$ cat src/rtl/img_pkg.sv
// Shared types and constants for the AXI4-Stream test-pattern generator.
package img_pkg;

   localparam int unsigned SIZE_W_DEF = 12;

   typedef enum logic [1:0] {
      IDLE   = 2'd0,
      LINE   = 2'd1,
      HBLANK = 2'd2
   } state_t;

   localparam logic [1:0] PAT_XRAMP = 2'd0;
   localparam logic [1:0] PAT_YRAMP = 2'd1;
   localparam logic [1:0] PAT_CHECK = 2'd2;
   localparam logic [1:0] PAT_FCNT  = 2'd3;

endpackage

$ cat src/rtl/axis_img_pix.sv
// Combinational pixel formatter: picks an 8-bit value from the pattern rule
// and replicates it across every byte of tdata. Needs SIZE_W >= 8.
module axis_img_pix
   import img_pkg::*;
#(
   parameter int unsigned DATA_WIDTH = 24,
   parameter int unsigned SIZE_W     = SIZE_W_DEF
) (
   input  logic [SIZE_W-1:0]     x,
   input  logic [SIZE_W-1:0]     y,
   input  logic [7:0]            fcnt,
   input  logic [1:0]            pattern_sel,
   output logic [DATA_WIDTH-1:0] tdata_c
);

   localparam int unsigned NBYTES = DATA_WIDTH / 8;

   logic [7:0] pix;

   // Select the pattern byte and fan it out to all lanes.
   always_comb begin
      pix = 8'h00;
      case (pattern_sel)
         PAT_XRAMP: pix = x[7:0];
         PAT_YRAMP: pix = y[7:0];
         PAT_CHECK: pix = (x[4] ^ y[4]) ? 8'hFF : 8'h00;
         PAT_FCNT:  pix = fcnt;
         default:   pix = 8'h00;
      endcase
      tdata_c = {NBYTES{pix}};
   end

endmodule

$ cat src/rtl/axis_img_gen.sv
// AXI4-Stream video test-pattern source with per-frame shadowed configuration,
// inter-line blanking and back-to-back frame generation.
module axis_img_gen
   import img_pkg::*;
#(
   parameter int unsigned DATA_WIDTH = 24,
   parameter int unsigned SIZE_W     = SIZE_W_DEF,
   parameter int unsigned BLANK_W    = 8
) (
   input  logic                  m_axis_aclk,
   input  logic                  m_axis_areset,
   input  logic                  enable,
   input  logic [SIZE_W-1:0]     img_hsize,
   input  logic [SIZE_W-1:0]     img_vsize,
   input  logic [BLANK_W-1:0]    hblank,
   input  logic [1:0]            pattern_sel,
   output logic [DATA_WIDTH-1:0] m_axis_tdata,
   output logic                  m_axis_tvalid,
   input  logic                  m_axis_tready,
   output logic                  m_axis_tuser,
   output logic                  m_axis_tlast,
   output logic                  frame_done,
   output logic                  busy
);

   state_t               state_q, state_n;
   logic [SIZE_W-1:0]    x_q, x_n, y_q, y_n;
   logic [SIZE_W-1:0]    hs_q, hs_n, vs_q, vs_n;
   logic [BLANK_W-1:0]   hb_q, hb_n, blank_q, blank_n;
   logic [1:0]           pat_q, pat_n;
   logic [7:0]           fcnt_q, fcnt_n;
   logic                 tvalid_q, tvalid_n, tuser_q, tuser_n, tlast_q, tlast_n;
   logic                 done_q, done_n, busy_q, busy_n;
   logic [DATA_WIDTH-1:0] tdata_q, pix_c;

   logic start_ok, load, x_last, y_last, hshake;

   assign start_ok = enable && (img_hsize != '0) && (img_vsize != '0);
   assign x_last   = (x_q == hs_q - SIZE_W'(1));
   assign y_last   = (y_q == vs_q - SIZE_W'(1));
   assign hshake   = tvalid_q && m_axis_tready;

   // Pixel data for the beat that will be presented next cycle.
   axis_img_pix #(
      .DATA_WIDTH (DATA_WIDTH),
      .SIZE_W     (SIZE_W)
   ) u_pix (
      .x           (x_n),
      .y           (y_n),
      .fcnt        (fcnt_n),
      .pattern_sel (pat_n),
      .tdata_c     (pix_c)
   );

   // Next-state, counter and output decode.
   always_comb begin
      state_n  = state_q;
      x_n      = x_q;
      y_n      = y_q;
      hs_n     = hs_q;
      vs_n     = vs_q;
      hb_n     = hb_q;
      pat_n    = pat_q;
      blank_n  = blank_q;
      fcnt_n   = fcnt_q;
      tvalid_n = tvalid_q;
      tuser_n  = tuser_q;
      tlast_n  = tlast_q;
      busy_n   = busy_q;
      done_n   = 1'b0;
      load     = 1'b0;

      case (state_q)
         IDLE: begin
            if (start_ok) load = 1'b1;
         end
         LINE: begin
            if (hshake) begin
               if (!x_last) begin
                  x_n     = x_q + SIZE_W'(1);
                  tuser_n = 1'b0;
                  tlast_n = (x_q + SIZE_W'(1) == hs_q - SIZE_W'(1));
               end else if (!y_last) begin
                  x_n     = '0;
                  y_n     = y_q + SIZE_W'(1);
                  tuser_n = 1'b0;
                  tlast_n = (hs_q == SIZE_W'(1));
                  if (hb_q != '0) begin
                     state_n  = HBLANK;
                     tvalid_n = 1'b0;
                     blank_n  = hb_q - BLANK_W'(1);
                  end
               end else begin
                  done_n = 1'b1;
                  fcnt_n = fcnt_q + 8'd1;
                  x_n    = '0;
                  y_n    = '0;
                  if (start_ok) begin
                     load = 1'b1;
                  end else begin
                     state_n  = IDLE;
                     tvalid_n = 1'b0;
                     tuser_n  = 1'b0;
                     tlast_n  = 1'b0;
                     busy_n   = 1'b0;
                  end
               end
            end
         end
         HBLANK: begin
            if (blank_q == '0) begin
               state_n  = LINE;
               tvalid_n = 1'b1;
            end else begin
               blank_n = blank_q - BLANK_W'(1);
            end
         end
         default: state_n = IDLE;
      endcase

      // Frame start: shadow the live configuration and present beat (0,0).
      if (load) begin
         state_n  = LINE;
         hs_n     = img_hsize;
         vs_n     = img_vsize;
         hb_n     = hblank;
         pat_n    = pattern_sel;
         x_n      = '0;
         y_n      = '0;
         tvalid_n = 1'b1;
         tuser_n  = 1'b1;
         tlast_n  = (img_hsize == SIZE_W'(1));
         busy_n   = 1'b1;
      end
   end

   // State and datapath registers.
   always_ff @(posedge m_axis_aclk or posedge m_axis_areset) begin
      if (m_axis_areset) begin
         state_q  <= IDLE;
         x_q      <= '0;
         y_q      <= '0;
         hs_q     <= '0;
         vs_q     <= '0;
         hb_q     <= '0;
         pat_q    <= '0;
         blank_q  <= '0;
         fcnt_q   <= '0;
         tvalid_q <= 1'b0;
         tuser_q  <= 1'b0;
         tlast_q  <= 1'b0;
         done_q   <= 1'b0;
         busy_q   <= 1'b0;
         tdata_q  <= '0;
      end else begin
         state_q  <= state_n;
         x_q      <= x_n;
         y_q      <= y_n;
         hs_q     <= hs_n;
         vs_q     <= vs_n;
         hb_q     <= hb_n;
         pat_q    <= pat_n;
         blank_q  <= blank_n;
         fcnt_q   <= fcnt_n;
         tvalid_q <= tvalid_n;
         tuser_q  <= tuser_n;
         tlast_q  <= tlast_n;
         done_q   <= done_n;
         busy_q   <= busy_n;
         tdata_q  <= pix_c;
      end
   end

   assign m_axis_tdata  = tdata_q;
   assign m_axis_tvalid = tvalid_q;
   assign m_axis_tuser  = tuser_q;
   assign m_axis_tlast  = tlast_q;
   assign frame_done    = done_q;
   assign busy          = busy_q;

endmodule
$ cat config.mk
export PLATFORM = sky130hd
export DESIGN_NAME = axis_img_gen
export DESIGN_NICKNAME = d
export VERILOG_FILES = /design/src/rtl/img_pkg.sv /design/src/rtl/axis_img_pix.sv /design/src/rtl/axis_img_gen.sv
export SDC_FILE = /design/constraint.sdc
export NUM_CORES = 1
export LEC_CHECK = 0
export CAP_MARGIN = 30
export CORE_ASPECT_RATIO = 0.7
export CORE_MARGIN = 4
export CORE_UTILIZATION = 45
export CTS_CLUSTER_DIAMETER = 40
export CTS_CLUSTER_SIZE = 30
export DETAILED_ROUTE_END_ITERATION = 8
export PLACE_DENSITY = 0.66
export SLEW_MARGIN = 20
export SYNTH_ARGS = -nofsm -noshare
export SYNTH_HDL_FRONTEND = slang
export SYNTH_SLANG_ARGS = --single-unit
$ cat constraint.sdc
create_clock -name m_axis_aclk -period 7.6 [get_ports m_axis_aclk]
set_input_delay 2.28 -clock m_axis_aclk [delete_from_list [all_inputs] [get_ports m_axis_aclk]]
set_output_delay 2.28 -clock m_axis_aclk [all_outputs]
set_load 0.03 [all_outputs]
### Yosys cells after proc, flatten, opt, wreduce, memory -nomap -nowiden

Index checks and enable logic that the tools add are counted.

* flip-flop bits (word level): 105
* bits in read-only memories: 0
* word-level logic and storage cells: 132
* bits in writable memories: 0
* memories: 0
* input bits: 38
* latch bits: 0

* $add $sub $neg: 7
* multiply operators: 0
* div/mod/pow operators: 0
* bitwise operators: 1
* reductions and logical operators: 22
* equality and inequality tests: 23
* multiplexer cells: 62
* shift operators: 0
* $lt $le $gt $ge: 0

Operator list (count)
* 12-bit 2-to-1 mux: 9
* 8-bit 2-to-1 mux: 10
* 12-bit == test: 3
* 8-bit case mux with 4 select lines: 1
* 1-bit 2-to-1 mux: 30
* 12-bit by 1-bit adder with 12-bit output, second input constant: 2
* 12-bit by 1-bit == test with 1-bit output, second input constant: 2
* 12-bit nonzero test: 2
* 12-bit by 1-bit subtractor with 12-bit output, second input constant: 2
* 6-bit AND reduction: 3
* 2-bit 2-to-1 mux: 8
* 8-bit case mux with 2 select lines: 1
* 8-bit by 1-bit subtractor with 8-bit output, second input constant: 2
* 2-bit inequality test, second input constant: 6
* 4-bit inequality test, second input constant: 3
* 2-bit nonzero test: 5
* 3-bit inequality test, second input constant: 3
* 8-bit by 1-bit adder with 8-bit output, second input constant: 1
* 8-bit logical NOT: 1
* 8-bit nonzero test: 1
* 2-bit == test, second input constant: 3
* 2-bit case mux with 3 select lines: 1
* 3-bit AND reduction: 2
* 5-bit AND reduction: 1
* other kinds (8): 13

### Depth between registers and ports, before layout

Gate-level depths: netlist of run 1.

* depth after elaboration: 12
* mapped depth: 14
* gate-level depth less buffers: 12

### Hierarchy

From an unflattened synthesis of run 1, not the netlist that was laid out.

* cells, all modules: 626
* area, all modules: 6246.0 um2

Modules (own cells, without submodules)
* axis_img_gen: times used 1, cells each 579, sequential area each 2627.5 um2, area each 5836.8 um2
* axis_img_pix: times used 1, cells each 47, sequential area each 0.0 um2, area each 409.1 um2

### Worst setup path before layout of run 1

OpenSTA, ideal clock, no wires.

* kind: input to register
* start: in m_axis_tready
* end: reg tdata_q[15] (netlist: m_axis_tdata[15])
* arrival: 4.466 ns
* required time: 7.459 ns
* library setup time: 0.141 ns
* stages on the path: 8
* slack: 2.992 ns
* cells stage by stage: nand3_1 > a2111oi_0 > o211ai_1 > o31ai_2 > mux2i_1 > inv_2 > a32oi_1 > a22oi_1

* elaborated cells on any way between the ends: 19
* classes of those cells: 3 x eq/ne; 13 x mux; 1 x bitwise; 2 x reduce/logical

RTL lines
* start: declaration: RTL line axis_img_gen.sv:19 `input logic m_axis_tready,`
* 1-bit logical AND *: RTL line axis_img_gen.sv:41 `assign hshake = tvalid_q && m_axis_tready;`
* 1-bit 2-to-1 mux *: RTL line axis_img_gen.sv:78 `if (hshake) begin`
* 1-bit case mux with 2 select lines *: RTL line axis_img_gen.sv:73 `case (state_q)`
* 2-bit 2-to-1 mux *: RTL line axis_img_gen.sv:122 `if (load) begin`
* net pat_n[0]: RTL line axis_img_gen.sv:30 `logic [1:0] pat_q, pat_n;`
* 2-bit == test, or another cell as far along: RTL line axis_img_pix.sv:23 `case (pattern_sel)`
* 8-bit case mux with 4 select lines *: RTL line axis_img_pix.sv:23
* net pix_c[15]: RTL line axis_img_gen.sv:34 `logic [DATA_WIDTH-1:0] tdata_q, pix_c;`
* end signal: assignment: RTL line axis_img_gen.sv:170 `tdata_q <= pix_c;`
* end: declaration: RTL line axis_img_gen.sv:34

Mark *: on every way through the listed nets, which the timed path passes. The rest lies on a longest branch. The select of a mux whose other input is x is not followed.
A chain may end at the register's enable or synchronous reset.

### Final worst setup path of run 1

* start: in m_axis_tready
* end: reg tdata_q[15] (netlist: m_axis_tdata[15])

* cells in the longest elaborated chain, start to end: 7
* elaborated cells on any way between the ends: 19
* classes of those cells: 3 x eq/ne; 13 x mux; 1 x bitwise; 2 x reduce/logical

RTL lines
* 1-bit logical AND *: RTL line axis_img_gen.sv:41
* 1-bit 2-to-1 mux / 12-bit 2-to-1 mux (equally long branches): RTL line axis_img_gen.sv:78
* 1-bit case mux with 2 select lines / 12-bit 2-to-1 mux (equally long branches): RTL line axis_img_gen.sv:73
* 12-bit 2-to-1 mux: RTL line axis_img_gen.sv:122
* 1-bit XOR: RTL line axis_img_pix.sv:26 `PAT_CHECK: pix = (x[4] ^ y[4]) ? 8'hFF : 8'h00;`
* 8-bit 2-to-1 mux: RTL line axis_img_pix.sv:26
* 8-bit case mux with 4 select lines *: RTL line axis_img_pix.sv:23
* net pix_c[15]: RTL line axis_img_gen.sv:34

Marked as above.

==> summary.txt, run 1 <==
Pwr
  – Sw power: about 0.0011 W
  – Leak: between 2 and 3 nW
  – Flop pwr share: 0.334
  – VDD IR max: roughly 230 µV
  – PD cells: 369 mW/mm²
  – Net Sw Frac: 0.450
  – Total Power: 0.00246 W
  – Clock share of power: 0.170
  – Int Power: between 0.001 and 0.0015 W
  – Logic pwr share: 0.496

Placement
  – Hpwl dp: around 11 mm
  – Routability cong.: 0.917
  – Port bufs: 66

Logic synthesis
  – Synth Register Bits: just under 90
  – Primary FF master, synth: dfrtp_1
  – EDFF count, synth: 0
  – Yosys top cell by area: dfrtp_1
  – Synth warn: 0
  – Mapped Area: 0.00570 mm²
  – Fraction of registers with async set or reset after synthesis: 1.00
  – Synth cell types: 67
  – Mapped Nets: 728
  – Post-synth top area share: 0.391
  – Post-Syn Instances: roughly 680
  – Top cells by area, synth: dfrtp_1, nand2_1, xnor2_1
  – Register area share after synthesis: 0.391
  – Synthesized area per cell: 8.35 µm²

CTS
  – Hold-fix buffers at CTS: 0
  – TritonCTS clock tree: done
  – H-tree depth: 3
  – Number of setup buffers added after CTS: 0
  – Resized Gates After CTS: 0
  – CTS Buffer Depth: 2
  – Clk_lat worst skew: ~0.34 ns
  – CTS clk-pin slew, worst paths: about 0.070 ns
  – CTS buffer count: 9
  – Clock Root Buffer: clkbuf_16
  – # clock sinks: a little under 90

Die
  – Placeable Area: 0.0124 mm²
  – Total die area: approximately 0.015 mm²
  – Initial Util: 0.459
  – Row Count: 34
  – Die X-Extent: between 100 and 150 µm
  – # IOs: 67
  – Die Y: between 100 and 150 µm

Min path
  – Tightest Hold Check Type: reg2reg

Final layout
  – Area Growth Syn to Fin: 16.9%
  – Antenna diodes: 0
  – Layout cell share with drive strength beyond 1: 0.0527
  – Final net count: approximately 760

Route
  – Mean routed wirelength per cell: roughly 17 µm
  – Routed Antenna Nets: 0
  – Vias: between 5,000 and 6,000
  – Drt pass-1 iters: 5
  – Routed Wire Length: between 15 and 20 mm
  – Residual DRC: 0
  – Drt via density: just under 6
  – Initial DRC Count: between 400 and 500

Global routing
  – Maximum number of pins on one net before global-route repair: approximately 70
  – Global-route wire length before repair: between 20 and 30 mm
  – GRT overflow: 0
  – Antenna violations before repair: 0
  – Vias in the first global route: 4,894
  – Tot GR Track Use: 0.218

STA
  – Relative slew margins: 0.462
  – Final setup TNS: 0 ns
  – Final Hold Vio Count: 0
  – Tcrit/Tclk final: 0.698
  – Final Max Tran Viols: 0
  – RSZ-0062 raised after global routing: no
  – Max Clock Skew: approximately 0.0073 ns
  – Worst-margin pin slew: just over 0.8 ns
  – Max Clk Rate: 188 MHz
  – # setup viols final: 0
  – Crit path time final: between 5 and 6 ns

Setup path
  – Crit path DAT: about 5.5 ns
  – CP required: about 7.8 ns
  – Crit Path Class: in2reg
  – Crit-path max FO: 48
  – Worst Setup End Kind: flop
  – Crit start category: input pin

Flow run
  – Max cap viols: 0

Outcome
  – Status: completed
==> metal layers <==
layer / vias up / track usage / share of wire / routed length, µm
li1: 2485 / - / - / -
met1: 2465 / 0.332 / 0.49 / 7590
met2: 236 / 0.311 / 0.41 / 6300
met3: 17 / 0.0496 / 0.087 / 1340
met4: 0 / 0.0577 / 0.014 / 221
met5: - / 0 / 0 / 0
==> critical path: stages <==
cell and delay, ns:
clkdlybuf4s50_1 0.48, nand3_1 0.07, buf_4 0.22, a2111oi_0 0.57, o211ai_1 0.46, o31ai_4 0.34
buf_4 0.48, nor2_1 0.16, a21oi_1 0.30, a22oi_1 0.12
==> synthesized netlist by cell type (3+ instances only) <==
master,number
nand2_1,130
dfrtp_1,89
nor2_1,42
xnor2_1,42
clkbuf_1,32
o21ai_0,29
nand3_1,28
a21oi_1,23
nor3_1,23
nor4_1,22
xor2_1,20
buf_4,16
inv_1,13
and3_1,11
or3_1,11
o31ai_1,8
a21o_1,7
a31oi_1,7
and2_1,7
ha_1,7
mux2i_1,7
nand2b_1,7
o211ai_1,7
or4_1,7
nor2b_1,6
a221oi_1,5
a22o_1,4
a22oi_1,4
nand4_1,4
o21ai_1,4
o22ai_1,4
a211o_1,3
a211oi_1,3
inv_2,3
nand3b_1,3
or2_2,3
==> cell families (layout without fill, tap and decap cells) <==
kind of cell | after synthesis | after routing | share of synthesized area
AND/OR/NAND/NOR | 315 | 315 | 0.265
flip-flops | 89 | 89 | 0.391
multiplexers | 9 | 9 | 0.0167
XOR/XNOR | 62 | 62 | 0.0952
adder cells (fa/ha/maj) | 7 | 7 | 0.0154
buffers and inverters | 66 | 104 | 0.0542
AO/OA/AOI/OAI | 135 | 135 | 0.163
==> sequential cells by signal (all words and copies together), names as in the netlist <==
name,flops
pat_q,2
m_axis_tdata,8
hb_q,8
fcnt_q,8
busy,1
x_q,12
m_axis_tuser,1
m_axis_tlast,1
hs_q,12
frame_done,1
m_axis_tvalid,1
y_q,12
state_q,2
blank_q,8
vs_q,12
==> path summary, 6_finish.rpt <==
check	startpoint	endpoint	slack [ns]	depth (start not counted)
worst max-delay path	m_axis_tready	m_axis_tdata[15]	2.29	10
worst min-delay path	busy	busy	0.48	1
worst max register to register	hs_q[0]	m_axis_tdata[15]	3.18	12
worst min register to register	busy	busy	0.48	1
max in group asynchronous	m_axis_areset	hs_q[8]	4.46	4
min in group asynchronous	m_axis_areset	fcnt_q[7]	2.24	2
==> power by group through the flow <==
stage | logic [W] | registers, W | clock network [W]
after floorplan | 0.000940 | 0.000776 | 0
after global placement | 0.00119 | 0.000816 | 0
after detailed placement | 0.00121 | 0.000826 | 0
after CTS | 0.00121 | 0.000818 | 0.000426
after global routing | 0.00135 | 0.000846 | 0.000444
final | 0.00122 | 0.000822 | 0.000419
==> layout make-up <==
class	count	area, µm²
sequential	89	2230
tap	162	203
multi-input combinational	528	3180
clock inverter	4	28.8
timing repair buffer	72	726
fill	1129	5750
clock buffer	12	246
inverter	16	61.3
==> through the flow <==
stage                     instance area [µm²]  std cells   util  hold slack [ns]  setup slack (ns)
after floorplan                          5700        683      -            0.436              2.99
after global placement                   6360        866  0.512            0.468              2.20
after detailed placement                 6360        866  0.512            0.475              2.01
after CTS                                6640        882  0.535            0.490              2.36
after global routing                     6670        883  0.537            0.517              1.93
final                                    6670        883  0.537            0.481              2.29
==> cell usage in the layout, fill, tap and decap left out, types with 3 or more instances in the layout <==
cell / n
nand2_1: 130
inv_2: 3
and3_1: 11
nor2_1: 42
nor3_1: 23
clkdlybuf4s50_1: 66
a221oi_1: 5
or4_1: 7
xnor2_1: 42
nor2b_1: 6
a21o_1: 7
o31ai_1: 8
a22oi_1: 4
nand4_1: 4
o22ai_1: 4
a31oi_1: 7
nand3_1: 28
ha_1: 7
a21oi_1: 23
nor4_1: 22
or3_1: 11
buf_4: 5
o21ai_0: 29
inv_1: 12
and2_1: 7
or2_2: 3
dfrtp_1: 89
a211o_1: 3
xor2_1: 20
a211oi_1: 3
nand3b_1: 3
a22o_1: 4
nand2b_1: 7
o21ai_1: 4
mux2i_1: 7
clkbuf_16: 9
o211ai_1: 7
No activity file was read; power rests on OpenSTA's default activity.
==> inputs of run 2 (changes only) <==
- clock period: 7.6 -> 5.5 ns (I/O delays scaled with it)
==> summary.txt, run 2 (synthesis results as in run 1) <==
STA
  – # setup viols final: 0
  – Final Max Tran Viols: 0
  – Worst-margin pin slew: 0.857 ns
  – Crit path time final: 4.49 ns
  – Relative slew margins: 0.428
  – Tcrit/Tclk final: 0.816
  – Fin Hold WS: 0.476 ns
  – Max Clk Rate: about 220 MHz
  – Final setup TNS: 0 ns
  – RSZ-0062 raised after global routing: no
  – Max Clock Skew: roughly 0.0070 ns
  – Final Hold Vio Count: 0

Setup path
  – Worst Setup End Kind: flop
  – Crit path DAT: around 4.7 ns
  – Crit Path Class: in2reg
  – Crit start category: input pin
  – Crit-path max FO: 8
  – CP required: 5.70 ns

Flow run
  – Max cap viols: 0

CTS
  – Clk_lat worst skew: 0.34 ns
  – Resized Gates After CTS: 0
  – CTS Buffer Depth: 2
  – Clock Root Buffer: clkbuf_16
  – TritonCTS clock tree: done
  – H-tree depth: 3
  – Number of setup buffers added after CTS: 0
  – Hold-fix buffers at CTS: 0
  – CTS clk-pin slew, worst paths: roughly 0.060 ns
  – CTS buffer count: 9
  – # clock sinks: 89

Placement
  – Hpwl dp: 11.7 mm
  – Placed Instances: 868
  – Placed inst area: ~0.0064 mm²
  – Routability cong.: approximately 1
  – Port bufs: between 60 and 70

Route
  – Routed Wire Length: 15.4 mm
  – Initial DRC Count: 440
  – Vias: between 5,000 and 6,000
  – Routed Antenna Nets: 0
  – Residual DRC: 0
  – Drt pass-1 iters: 9
  – Mean routed wirelength per cell: ~17 µm
  – Drt via density: slightly below 6

Final layout
  – Most common cell after layout, fill and taps aside: nand2_1
  – Final net count: between 700 and 800
  – Antenna diodes: 0
  – Fillers: 1,118
  – Layout cell share with drive strength beyond 1: 0.0541
  – Commonest non-fill, non-tap cells in the layout: nand2_1, dfrtp_1, clkdlybuf4s50_1, nor2_1, xnor2_1
  – Design Area, Final: 0.00671 mm²
  – Area Growth Syn to Fin: 17.7%
  – Post-Layout Cell Count: about 880

Die
  – Initial Util: 0.459
  – Row Count: 34
  – Placeable Area: ~0.012 mm²
  – Die X-Extent: ~140 µm
  – # IOs: 67
  – Total die area: 0.0146 mm²
  – Die Y: approximately 100 µm

Pwr
  – Total Power: between 0.003 and 0.004 W
  – Sw power: 0.00151 W
  – Leak: 2.77 nW
  – Logic pwr share: 0.483
  – Clock share of power: 0.194
  – Flop pwr share: 0.323
  – VDD IR max: 248 µV
  – Int Power: around 0.0020 W
  – PD cells: approximately 520 mW/mm²
  – Net Sw Frac: 0.432

Global routing
  – Tot GR Track Use: 0.217
  – Antenna violations before repair: 0
  – GRT overflow: 0
  – Maximum number of pins on one net before global-route repair: 44
  – Vias in the first global route: approximately 4,700
  – Global-route wire length before repair: around 25 mm

Outcome
  – Status: completed

Min path
  – Tightest Hold Check Type: reg2reg
[run 2: cell types whose count changed in the layout (fill, tap and decap cells not counted), moves of 2 or more]
cell / delta
buf_4: +2
clkinvlp_4: -2
clkbuf_8: +2
bufinv_16: +2
[run 2: worst paths after layout]
check                         startpoint                to  slack (ns)  depth (start not counted)
setup reg to reg                 hs_q[1]  m_axis_tdata[15]        1.04                         12
max in group asynchronous  m_axis_areset           hs_q[0]        2.95                          3
setup / recovery           m_axis_tready  m_axis_tdata[15]        1.01                          9
hold / removal                      busy              busy        0.48                          1
hold reg to reg                     busy              busy        0.48                          1
min in group asynchronous  m_axis_areset         fcnt_q[5]        1.73                          2
[run 2: power groups by stage]
stage,clock [W],sequential (W),combinational (W)
after floorplan,0,0.00107,0.00130
after global placement,0,0.00113,0.00164
after detailed placement,0,0.00113,0.00168
after CTS,0.000690,0.00112,0.00168
after global routing,0.000718,0.00117,0.00186
final,0.000676,0.00113,0.00169
[run 2: worst max-delay path: stages]
cell and delay (ns):
clkdlybuf4s50_1 0.49, nand3_1 0.10, a2111oi_0 0.55, o211ai_1 0.46, o31ai_4 0.45, mux2i_1 0.50, inv_2 0.16, a32oi_1 0.20
a22oi_1 0.12
[run 2: area by class of cell]
type / instances / area [µm²] / area share
inverter: 16 / 61.3 / 0.00914
sequential: 89 / 2230 / 0.332
multi-input combinational: 528 / 3180 / 0.473
clock buffer: 13 / 270 / 0.0403
clock inverter: 2 / 60.1 / 0.00895
timing repair buffer: 73 / 713 / 0.106
tap: 162 / 203 / 0.0302
[run 2: stage by stage]
step           setup WS, ns  utilization
3_3_place_gp          0.879        0.514
3_5_place_dp          0.757        0.514
2_1_floorplan          1.52            -
4_1_cts                1.09        0.540
6_report               1.01        0.540
5_1_grt               0.706        0.540
[run 2: per-layer routing]
layer,vias up,share of wire,global-route usage
li1,2484,-,-
met1,2450,0.49,0.335
met2,222,0.42,0.313
met3,25,0.081,0.0398
met4,0,0.016,0.0541
met5,-,0,0
